--- config.mk ---
export PLATFORM = sky130hd
export DESIGN_NAME = mem_arbiter
export DESIGN_NICKNAME = d
export VERILOG_FILES = /design/src/rtl/arb_pkg.sv /design/src/rtl/arb_wdog.sv /design/src/rtl/mem_arbiter.sv
export SDC_FILE = /design/constraint.sdc
export NUM_CORES = 1
export LEC_CHECK = 0
export CAP_MARGIN = 25
export CORE_MARGIN = 2
export CORE_UTILIZATION = 35
export DETAILED_ROUTE_END_ITERATION = 7
export PLACE_DENSITY = 0.68
export SLEW_MARGIN = 10
export SYNTH_ARGS = -nofsm -noshare
export SYNTH_HDL_FRONTEND = slang
export SYNTH_SLANG_ARGS = --single-unit
--- constraint.sdc ---
create_clock -name clk -period 2.5 [get_ports clk]
set_input_delay 0.5 -clock clk [delete_from_list [all_inputs] [get_ports clk]]
set_output_delay 0.5 -clock clk [all_outputs]
set_load 0.03 [all_outputs]
--- src/rtl/arb_pkg.sv ---
// Shared types and defaults for the fetch/data memory arbiter.
//   arb_state_t : arbiter FSM state (3-bit encoding, exported on dbg_state)
//   arb_src_t   : which requester received the most recent grant
//   DEF_ADDR_W / DEF_DATA_W : default bus widths
package arb_pkg;

  localparam int DEF_ADDR_W = 32;
  localparam int DEF_DATA_W = 32;

  typedef enum logic [2:0] {
    ST_IDLE    = 3'd0,
    ST_REQ_D   = 3'd1,
    ST_REQ_I   = 3'd2,
    ST_WAIT_D  = 3'd3,
    ST_WAIT_I  = 3'd4,
    ST_WAIT_IK = 3'd5   // fetch killed, memory response still owed
  } arb_state_t;

  typedef enum logic {
    SRC_I = 1'b0,
    SRC_D = 1'b1
  } arb_src_t;

  function automatic logic is_wait(input arb_state_t s);
    return (s == ST_WAIT_D) || (s == ST_WAIT_I) || (s == ST_WAIT_IK);
  endfunction

endpackage

--- src/rtl/arb_wdog.sv ---
// Response watchdog for the arbiter's WAIT states.
//   clk, rst : clock, asynchronous active-low reset
//   clr      : zero the count (asserted on the cycle that enters a WAIT state)
//   en       : count this cycle (high while in a WAIT state)
//   expire   : high during the TIMEOUT_CYC-th consecutive enabled cycle
module arb_wdog #(
  parameter int TIMEOUT_CYC = 255
) (
  input  logic clk,
  input  logic rst,
  input  logic clr,
  input  logic en,
  output logic expire
);

  localparam int CW = $clog2(TIMEOUT_CYC + 1);

  logic [CW-1:0] cnt;

  // First WAIT cycle sees cnt == 0, so the TIMEOUT_CYC-th one sees TIMEOUT_CYC-1.
  assign expire = en && (cnt == CW'(TIMEOUT_CYC - 1));

  always_ff @(posedge clk or negedge rst) begin
    if (!rst) begin
      cnt <= '0;
    end else if (clr) begin
      cnt <= '0;
    end else if (en && !expire) begin
      cnt <= cnt + 1'b1;
    end
  end

endmodule

--- src/rtl/mem_arbiter.sv ---
// Arbitrates one single-ported memory bus between instruction fetch (read
// only) and the MEM stage (load/store). One transaction is in flight at a time.
//
// Handshakes (all level/pulse, sampled at posedge clk):
//   if_req / d_req : held high by the requester until its *_valid pulse.
//   if_valid / d_valid : one-cycle completion pulse; never both in a cycle.
//   m_req with m_we/m_addr/m_wdata/m_be : command, held stable until m_gnt.
//   m_gnt : memory took the command this cycle.
//   m_rvalid with m_rdata : response (read data or write ack), one cycle,
//           only meaningful in a WAIT state.
//   if_kill : redirect; the current fetch's response is discarded.
//   bus_err : sticky, set when the watchdog force-completes a transaction.
//   dbg_state : current arb_state_t encoding.
// Reset rst is asynchronous, active low.
module mem_arbiter
  import arb_pkg::*;
#(
  parameter int ADDR_W      = DEF_ADDR_W,
  parameter int DATA_W      = DEF_DATA_W,
  parameter int TIMEOUT_CYC = 255
) (
  input  logic              clk,
  input  logic              rst,
  input  logic              if_req,
  input  logic [ADDR_W-1:0] if_addr,
  input  logic              if_kill,
  output logic [DATA_W-1:0] if_rdata,
  output logic              if_valid,
  input  logic              d_req,
  input  logic              d_we,
  input  logic [ADDR_W-1:0] d_addr,
  input  logic [DATA_W-1:0] d_wdata,
  input  logic [3:0]        d_be,
  output logic [DATA_W-1:0] d_rdata,
  output logic              d_valid,
  output logic              m_req,
  output logic              m_we,
  output logic [ADDR_W-1:0] m_addr,
  output logic [DATA_W-1:0] m_wdata,
  output logic [3:0]        m_be,
  input  logic              m_gnt,
  input  logic              m_rvalid,
  input  logic [DATA_W-1:0] m_rdata,
  output logic              bus_err,
  output logic [2:0]        dbg_state
);

  arb_state_t state;
  arb_src_t   last_src;
  logic       kill_pend;

  logic pend_i;
  logic pend_d;
  logic pick_d;
  logic kill_now;
  logic wait_enter;
  logic in_wait;
  logic wd_expire;

  assign dbg_state = state;

  always_comb begin
    // A requester whose valid is high this cycle is just finishing; its
    // request line has not dropped yet.
    pend_i     = if_req && !if_valid;
    pend_d     = d_req && !d_valid;
    pick_d     = pend_d && (!pend_i || (last_src == SRC_I));
    kill_now   = if_kill && if_req;
    in_wait    = is_wait(state);
    wait_enter = (((state == ST_REQ_D) || (state == ST_REQ_I)) && m_gnt) ||
                 ((state == ST_WAIT_I) && if_kill && !m_rvalid);
  end

  arb_wdog #(.TIMEOUT_CYC(TIMEOUT_CYC)) u_wdog (
    .clk    (clk),
    .rst    (rst),
    .clr    (wait_enter),
    .en     (in_wait),
    .expire (wd_expire)
  );

  always_ff @(posedge clk or negedge rst) begin
    if (!rst) begin
      state     <= ST_IDLE;
      last_src  <= SRC_I;   // no history: data wins the first tie
      kill_pend <= 1'b0;
      m_req     <= 1'b0;
      m_we      <= 1'b0;
      m_addr    <= '0;
      m_wdata   <= '0;
      m_be      <= '0;
      if_rdata  <= '0;
      if_valid  <= 1'b0;
      d_rdata   <= '0;
      d_valid   <= 1'b0;
      bus_err   <= 1'b0;
    end else begin
      if_valid <= 1'b0;
      d_valid  <= 1'b0;
      case (state)
        ST_IDLE: begin
          if (pick_d) begin
            state    <= ST_REQ_D;
            last_src <= SRC_D;
            m_req    <= 1'b1;
            m_we     <= d_we;
            m_addr   <= d_addr;
            m_wdata  <= d_wdata;
            m_be     <= d_be;
          end else if (pend_i) begin
            state     <= ST_REQ_I;
            last_src  <= SRC_I;
            kill_pend <= 1'b0;
            m_req     <= 1'b1;
            m_we      <= 1'b0;
            m_addr    <= if_addr;
            m_wdata   <= '0;
            m_be      <= 4'hF;
          end
        end

        ST_REQ_D: begin
          if (m_gnt) begin
            m_req <= 1'b0;
            state <= ST_WAIT_D;
          end
        end

        ST_REQ_I: begin
          // An issued command cannot be withdrawn; remember the kill so the
          // response is dropped once it arrives.
          if (m_gnt) begin
            m_req     <= 1'b0;
            kill_pend <= 1'b0;
            state     <= (kill_pend || kill_now) ? ST_WAIT_IK : ST_WAIT_I;
          end else if (kill_now) begin
            kill_pend <= 1'b1;
          end
        end

        ST_WAIT_D: begin
          if (m_rvalid) begin
            d_valid <= 1'b1;
            if (!m_we) d_rdata <= m_rdata;  // store acks leave d_rdata alone
            state <= ST_IDLE;
          end else if (wd_expire) begin
            d_valid <= 1'b1;
            d_rdata <= '0;
            bus_err <= 1'b1;
            state   <= ST_IDLE;
          end
        end

        ST_WAIT_I: begin
          if (m_rvalid) begin
            if (!if_kill) begin
              if_valid <= 1'b1;
              if_rdata <= m_rdata;
            end
            state <= ST_IDLE;
          end else if (if_kill) begin
            state <= ST_WAIT_IK;
          end else if (wd_expire) begin
            if_valid <= 1'b1;
            if_rdata <= '0;
            bus_err  <= 1'b1;
            state    <= ST_IDLE;
          end
        end

        ST_WAIT_IK: begin
          if (m_rvalid) begin
            state <= ST_IDLE;
          end else if (wd_expire) begin
            bus_err <= 1'b1;
            state   <= ST_IDLE;
          end
        end

        default: state <= ST_IDLE;
      endcase
    end
  end

  // Memory must not answer in the same cycle it grants.
  a_no_gnt_rvalid: assert property (@(posedge clk) disable iff (!rst)
    (((state == ST_REQ_D) || (state == ST_REQ_I)) && m_gnt) |-> !m_rvalid);

endmodule

# Word level (Yosys, flattened, before mapping)
# Index checks and enable logic that the tools add are counted.
[op_classes]
n_addsub = 1
n_eq_ne = 17
n_mux = 47
bitwise = 2
n_reduce_logical = 36
[op_table]
columns = ["cell", "count"]
rows = [
  ["$mux W32", 10],
  ["$mux W3", 8],
  ["$mux W1", 21],
  ["$mux W8", 2],
  ["$ne A2 B2 Y1 const B", 8],
  ["$pmux W3 S5", 1],
  ["$reduce_and A3 Y1", 4],
  ["$reduce_bool A2 Y1", 6],
  ["$logic_and A1 B1 Y1", 9],
  ["$add A8 B1 Y8 const B", 1],
  ["$eq A8 B8 Y1 const B", 1],
  ["$mux W4", 2],
  ["$reduce_and A4 Y1", 2],
  ["$eq A3 B2 Y1 const B", 2],
  ["$eq A3 B3 Y1 const B", 2],
  ["$logic_or A1 B1 Y1", 6],
  ["$ne A3 B3 Y1 const B", 2],
  ["$pmux W1 S2", 3],
  ["$logic_not A1 Y1", 5],
  ["$reduce_or A2 Y1", 2],
  ["$eq A3 B1 Y1 const B", 1],
  ["$logic_not A3 Y1", 1],
  ["$ne A2 B1 Y1 const B", 1],
  ["$not A1 Y1", 2],
  ["$reduce_and A2 Y1", 1],
]
[word_totals]
reg_bits = 150
out_inout_bits = 140

# Depth between registers and ports, before layout
# Gate-level depths: netlist of run 1.
[depth]
depth_word = 8
ltp_mapped = 8

# Hierarchy
# Synthesis of run 1 repeated with hierarchy kept, for this count alone.
[unflattened]
cells_unflattened = 549
area_unflattened_um2 = 6239.7
[modules_own_cells]
columns = ["module", "instances", "cells_per_inst", "area_per_inst_um2", "seq_area_each_um2"]
rows = [
  ["mem_arbiter", 1, 502, 5740.5, 3553.4],
  ["arb_wdog", 1, 47, 499.2, 200.2],
]

# Worst setup path after synthesis of run 1
# No wires, ideal clock.
[synth_timing]
path_kind = "register -> register"
from = "reg state[1] (netlist: dbg_state[1])"
to = "reg m_addr[10]"
setup_ns = 0.132
arrival_time_ns = 1.674
path_slack_ns = 0.694
stages_incl_launch_ff = 9
path_buffers = 4
synth_period_minus_slack_ns = 1.806
path_cell_list = "dfrtp_1 -> buf_2 -> or3_4 -> a21o_1 -> buf_2 -> buf_6 -> buf_6 -> nand2_1 -> o21ai_1"
[synth_via]
elab_chain_cells = 2
[synth_lines]
columns = ["element", "line", "source"]
rows = [
  ["from (decl)", "mem_arbiter.sv:48", "arb_state_t state;"],
  ["from (signal assigned)", "mem_arbiter.sv:135", "state <= (kill_pend || kill_now) ? ST_WAIT_IK : ST_WAIT_I;"],
  ["$logic_not A3 Y1", "mem_arbiter.sv:100", "case (state)"],
  ["$reduce_and A2 Y1 (no source line)", "--", ""],
  ["to (signal assigned)", "mem_arbiter.sv:107", "m_addr <= d_addr;"],
  ["to (signal assigned)", "mem_arbiter.sv:116", "m_addr <= if_addr;"],
  ["to (decl)", "mem_arbiter.sv:38", "output logic [ADDR_W-1:0] m_addr,"],
]
# No other way between the ends.
# A chain may end at the register's enable or synchronous reset.

# Final worst setup path of run 1
[layout_timing]
from = "reg state[0] (netlist: dbg_state[0])"
to = "out dbg_state[0]"
[layout_lines]
columns = ["element", "line", "source"]
rows = [
  ["to (decl)", "mem_arbiter.sv:45", "output logic [2:0] dbg_state"],
]
# No word-level cell between the ends.

==> impl_metrics.tcl, run 1 <==
set metrics [dict create \
    status "finished, final reports clean" \
    synth_edf_count 0 \
    min_to "bus_err" \
    whs_path_depth 1 \
    grt_pass1_vias 5263 \
    period_share_pct 93.5 \
    root_buffer "clkbuf_16" \
    required_ps 2000 \
    seq_area_frac_synth_pct 61.8 \
    r2r_start "dbg_state[2]" \
    slew_headroom_pct 60.3 \
    yosys.area_share.adder_pct 0.412 \
    tightest_slew_ps 592 \
    cts_buffers 17 \
    layout_common_cells "278 x clkdlybuf4s50_1, 149 x dfrtp_1, 97 x a22o_1" \
    initial_core_util_pct 35.5 \
    synth-compound-area-share_pct 21.7 \
    ir_worst_vdd_uv 755 \
    ff2ff_path_depth 4 \
    netlist_area_um2 6070 \
    synth_area_leaders "dfrtp_1 62%, a22o_1 14%, mux2i_1 5.6%, o21ai_1 2.6%, nand2_1 2.4%" \
    rsz0062_at_grt "false" \
    synth_top_area_cell "dfrtp_1" \
    placed_cell_area_um2 9140 \
    fin_util_pct 56.7 \
    cap_viol_max_count 0 \
    ys_ff_latch 150 \
    timing.hold.worst.start "bus_err" \
    timing.fmax_ghz 0.428 \
    antenna_left 0 \
    row_count 48 \
    grt_first_pass_wirelength_um 28600 \
    tns_ps 0 \
    post_cts_buffers 0 \
    fin_ws_ps 162 \
    clk-insertion-delay-late_ps 420 \
    fin_cells 1001 \
    fin_area_um2 9710 \
    dpl.hpwl_um 13300 \
    final_common_cell "clkdlybuf4s50_1" \
    boundaryPins 280 \
    fin_nets 905 \
    synth_warnings 0 \
    syn-num-nets 630 \
    synth_simple_gate_area_share_pct 6.62 \
    crit_arrival_ps 1840 \
    htreeDepth 4 \
    slowest_delay_ps 780 \
    grt_max_degree 63 \
    grtUsageTotal_pct 20.1 \
    cts.sinks 150 \
    fillCellCount 1426 \
    gp_congestion 0.785 \
    syn_area_per_cell_um2 12.4 \
    p_per_area_nw_per_um2 1340 \
    dp_slack_ps 265 \
    synth_cells 488 \
    core_area_um2 17100 \
    hp-class "reg -> reg" \
    synth_top_family_by_area "compound AO/OA/AOI/OAI gates" \
    drv_slew 0 \
    r2r-end "m_wdata[5]" \
    hold_violations 0 \
    vias 5099 \
    wl_um 18700 \
    syn2layout_area_growth_pct 60.0 \
    dp_cells 968 \
    cts_tree "yes" \
    finalClockSkew_ps 6.56 \
    vias_per_cell 5.09 \
    antenna_found_initial 1 \
    die_h_um 136 \
    clockBufferDepth 2 \
    critical_path_buf_inv_count 1 \
    worst-path-max-fanout 15 \
    p_leak_nw 4.30 \
    dr.pass1.iters 4 \
    grt-ovfl-total 0 \
    setup_violations 0 \
    clk_pin_slew_ps 60 \
    die-area_um2 18400 \
    cp_cell_sequence "clkdlybuf4s50_1" \
    portBuffers 279 \
    final.min_clock_period_ps 2340 \
    yosysTopAreaCellShare_pct 61.8 \
    cp_top_family "buffers and inverters" \
    drc 0 \
    reg2reg_slack_ps 570 \
    synth_cell_types 47 \
    endpoint_kind "output pin" \
    yosys-mux-area-fraction_pct 5.61 \
    drtIter0Drc 202 \
    final_layout_size_suffix_gt1_share_pct 6.83 \
    crit_type "reg -> out" \
    synthFlopType "dfrtp_1" \
    synth-xor-area-share_pct 0.433 \
    antenna_cells 0 \
    slowest_stage "clkdlybuf4s50_1" \
    async_reset_ff_share_pct 100 \
    routedWlPerCell_um 18.7 \
    cp-start-kind "register" \
    die_w_um 136 \
]
-- cell usage after synthesis, drive strengths merged, types with 2 or more instances --
library cell and count:
clkbuf 12, a21o 3, nand2b 5, a31oi 4, or3 3, a21oi 12, and3 2, inv 5
and4 2, mux2i 34, o22a 4, xnor2 2, o21ai 42, dfrtp 150, nor2b 5, ha 2
nand3 3, buf 24, nor3 2, nand2 39, a211oi 2, and2 3, nor2 13, a22o 97
-- power by group --
part	internal [mW]	total, mW	switching (mW)
clock network	1.40	2.44	1.04
logic	2.88	6.46	3.59
registers	3.46	4.15	0.687
-- flip-flops by register name, summed over array words and instances (netlist names) --
signal / flops
dbg_state: 3
if_rdata: 32
m_req: 1
m_we: 1
m_be: 4
last_src: 1
kill_pend: 1
d_rdata: 32
bus_err: 1
m_addr: 32
if_valid: 1
u_wdog.cnt: 8
d_valid: 1
m_wdata: 32
-- worst max-delay path by stage --
stage | startpoint | to | slack [ps] | depth (start not counted)
2_1_floorplan | dbg_state[1] | m_addr[10] | 690 | 8
3_3_place_gp | if_req | m_addr[8] | 330 | 6
3_5_place_dp | if_req | m_addr[8] | 260 | 6
4_1_cts | dbg_state[1] | dbg_state[1] | 60 | 1
5_1_grt | dbg_state[2] | dbg_state[2] | 110 | 1
6_report | dbg_state[0] | dbg_state[0] | 160 | 1
-- layer usage --
metal,vias to the layer above,wire (µm),GRT usage [%]
li1,2361,-,-
met1,2508,7450,24.3
met5,-,0,0
met3,27,1920,8.64
met4,0,327,6.66
met2,203,8970,32.4
-- worst register-to-register path: cells and delay by family (launching register included) --
kind	cells	cell delay, ps
compound gates	2	520
buf+inv	1	270
flops	1	540
simple gates	1	490
-- cell families (layout without fill, tap and decap cells) --
| family | count (synthesis) | in the layout |
|---|---|---|
| XOR/XNOR | 3 | 3 |
| flip-flops | 150 | 150 |
| AO/OA/AOI/OAI | 175 | 175 |
| adder cells (fa/ha/maj) | 2 | 2 |
| multiplexers | 34 | 34 |
| AND/OR/NAND/NOR | 83 | 83 |
| buffers and inverters | 41 | 329 |
-- final cells by class --
class                      instances  area [µm²]  area share, %
sequential                       150        3750           38.7
timing repair buffer             292        2970           30.6
multi-input combinational        297        2120           21.9
clock buffer                      19         443           4.56
tap                              225         282           2.90
clock inverter                    13         123           1.26
inverter                           5        18.8          0.193
-- stage by stage --
stage | total power, mW | hold WS [ps]
6_report | 13.1 | 477
5_1_grt | 13.7 | 506
3_3_place_gp | 10.6 | 427
3_5_place_dp | 10.7 | 437
4_1_cts | 13.2 | 484
2_1_floorplan | 7.81 | 204
-- timing repair --
action / CTS / global route
hold buffers: 1 / 0
endpoints found under the hold margin: 28 / 0
endpoints found under the setup margin: 0 / 1
resized for setup: 0 / 1
(Power assumes the default switching activity.)
==> run 2, diff against run 1 <==
--- a/config.mk
+++ b/config.mk
@@ -7,9 +7,9 @@
 export LEC_CHECK = 0
 export CAP_MARGIN = 25
 export CORE_MARGIN = 2
-export CORE_UTILIZATION = 35
+export CORE_UTILIZATION = 45
 export DETAILED_ROUTE_END_ITERATION = 7
-export PLACE_DENSITY = 0.68
+export PLACE_DENSITY = 0.84
 export SLEW_MARGIN = 10
 export SYNTH_ARGS = -nofsm -noshare
 export SYNTH_HDL_FRONTEND = slang
==> run 2 against run 1 <==
Compared with the run above: non-clock buffer count fell by 2; largest power group unchanged; fmax grew 1.1%; final area fell by 0.61%; core utilization up 16 points; register-to-register slack got worse by 30 ps; largest cell class unchanged; setup slack improved by 25 ps; clock skew up 2.2 ps; first-iteration DRC count up 52%.
==> impl_metrics.tcl, run 2 (synthesis results as in run 1) <==
set metrics [dict create \
    placed_cell_area_um2 9020 \
    grt_max_degree 151 \
    grt-ovfl-total 0 \
    slowest_delay_ps 770 \
    rsz0062_at_grt "false" \
    status "finished, final reports clean" \
    final_layout_size_suffix_gt1_share_pct 6.72 \
    die-area_um2 14400 \
    vias 5222 \
    post_cts_buffers 0 \
    p_per_area_nw_per_um2 1380 \
    p_leak_nw 4.33 \
    cts_buffers 17 \
    antenna_cells 0 \
    slew_headroom_pct 45.9 \
    syn2layout_area_growth_pct 59.0 \
    crit_arrival_ps 1810 \
    root_buffer "clkbuf_16" \
    antenna_found_initial 0 \
    timing.fmax_ghz 0.432 \
    clockBufferDepth 2 \
    die_h_um 120 \
    dp_slack_ps 147 \
    setup_violations 0 \
    drtIter0Drc 307 \
    cp_top_family "buffers and inverters" \
    htreeDepth 4 \
    wl_met1_um 7170 \
    dp_cells 918 \
    slowest_stage "clkdlybuf4s50_1" \
    crit_type "reg -> out" \
    drv_slew 0 \
    fillCellCount 880 \
    initial_core_util_pct 46.0 \
    critical_path_buf_inv_count 1 \
    wl_um 18500 \
    die_w_um 120 \
    cts_tree "yes" \
    hold_violations 0 \
    required_ps 2000 \
    clk-insertion-delay-late_ps 420 \
    portBuffers 279 \
    gp_congestion 0.851 \
    dpl.hpwl_um 12800 \
    ff2ff_path_depth 4 \
    final_common_cell "clkdlybuf4s50_1" \
    dr.pass1.iters 4 \
    grt_first_pass_wirelength_um 28800 \
    row_count 42 \
    clk_pin_slew_ps 60 \
    fin_util_pct 73.2 \
    seq_area_um2 3750 \
    worst-path-max-fanout 16 \
    finalClockSkew_ps 8.78 \
    layout_common_cells "278 x clkdlybuf4s50_1, 149 x dfrtp_1, 97 x a22o_1" \
    routedWlPerCell_um 19.4 \
    tightest_slew_ps 812 \
    fin_cells 950 \
    grt_pass1_vias 5425 \
    fin_nets 903 \
    ir_worst_vdd_uv 872 \
    multiInputGateArea_um2 2120 \
    reg2reg_slack_ps 540 \
    top_layer_used "met4" \
    cp.depth 1 \
    cp-start-kind "register" \
    grtUsageTotal_pct 26.1 \
    antenna_left 0 \
    hp-class "in -> async" \
    cts.sinks 150 \
    vias_per_cell 5.50 \
    fin_area_um2 9650 \
    endpoint_kind "output pin" \
    cp_cell_sequence "clkdlybuf4s50_1" \
    final.min_clock_period_ps 2310 \
    fin_ws_ps 187 \
    wl_met3_um 1760 \
    dr_wl_met2_um 9020 \
    core_area_um2 13200 \
    cap_viol_max_count 0 \
    boundaryPins 280 \
    tns_ps 0 \
    period_share_pct 92.5 \
    drc 0 \
]
## run 2: cell types whose count changed in the layout (fill, tap and decap cells not counted), sizes merged
cell,delta
dlygate4sd3,-1
bufinv,+2
clkinvlp,-3
clkinv,-1
inv,-3
buf,-1
clkbuf,+5
## run 2: power by group
part           internal (mW)  switching [mW]  total, mW
registers               3.46           0.722       4.18
clock network           1.72           0.957       2.68
logic                   2.85            3.60       6.44
## run 2: cell type report
class | count | share of cell area [%]
Sequential cell | 150 | 38.9
Timing Repair Buffer | 290 | 30.2
Multi-Input combinational cell | 297 | 21.9
Clock buffer | 24 | 5.30
Tap cell | 176 | 2.28
Clock inverter | 8 | 1.22
Inverter | 5 | 0.194
## run 2: what timing repair did
action / CTS / global route
endpoints found under the setup margin: 0 / 1
resized for setup: 0 / 1
hold buffers: 0 / 0
## run 2: metal layers
metal  up-vias  global-route usage [%]
li1       2359                       -
met3        37                    9.60
met4         0                    10.7
met1      2572                    31.0
met2       254                    42.8
met5         -                       0
## run 2: path summary, 6_finish.rpt
| kind | startpoint | end |
|---|---|---|
| max | dbg_state[2] | dbg_state[2] |
| min | rst | d_rdata[26] |
| max reg2reg | dbg_state[2] | m_wdata[28] |
| min reg2reg | m_addr[24] | m_addr[24] |
| max in group asynchronous | rst | dbg_state[1] |
| min in group clk | m_addr[24] | m_addr[24] |
## run 2: through the flow
step                hold WS [ps]  power, mW
finish                       148       13.3
global route                 251       14.0
CTS                          240       13.4
detailed placement           475       10.6
global placement             468       10.5
floorplan                    204       7.81
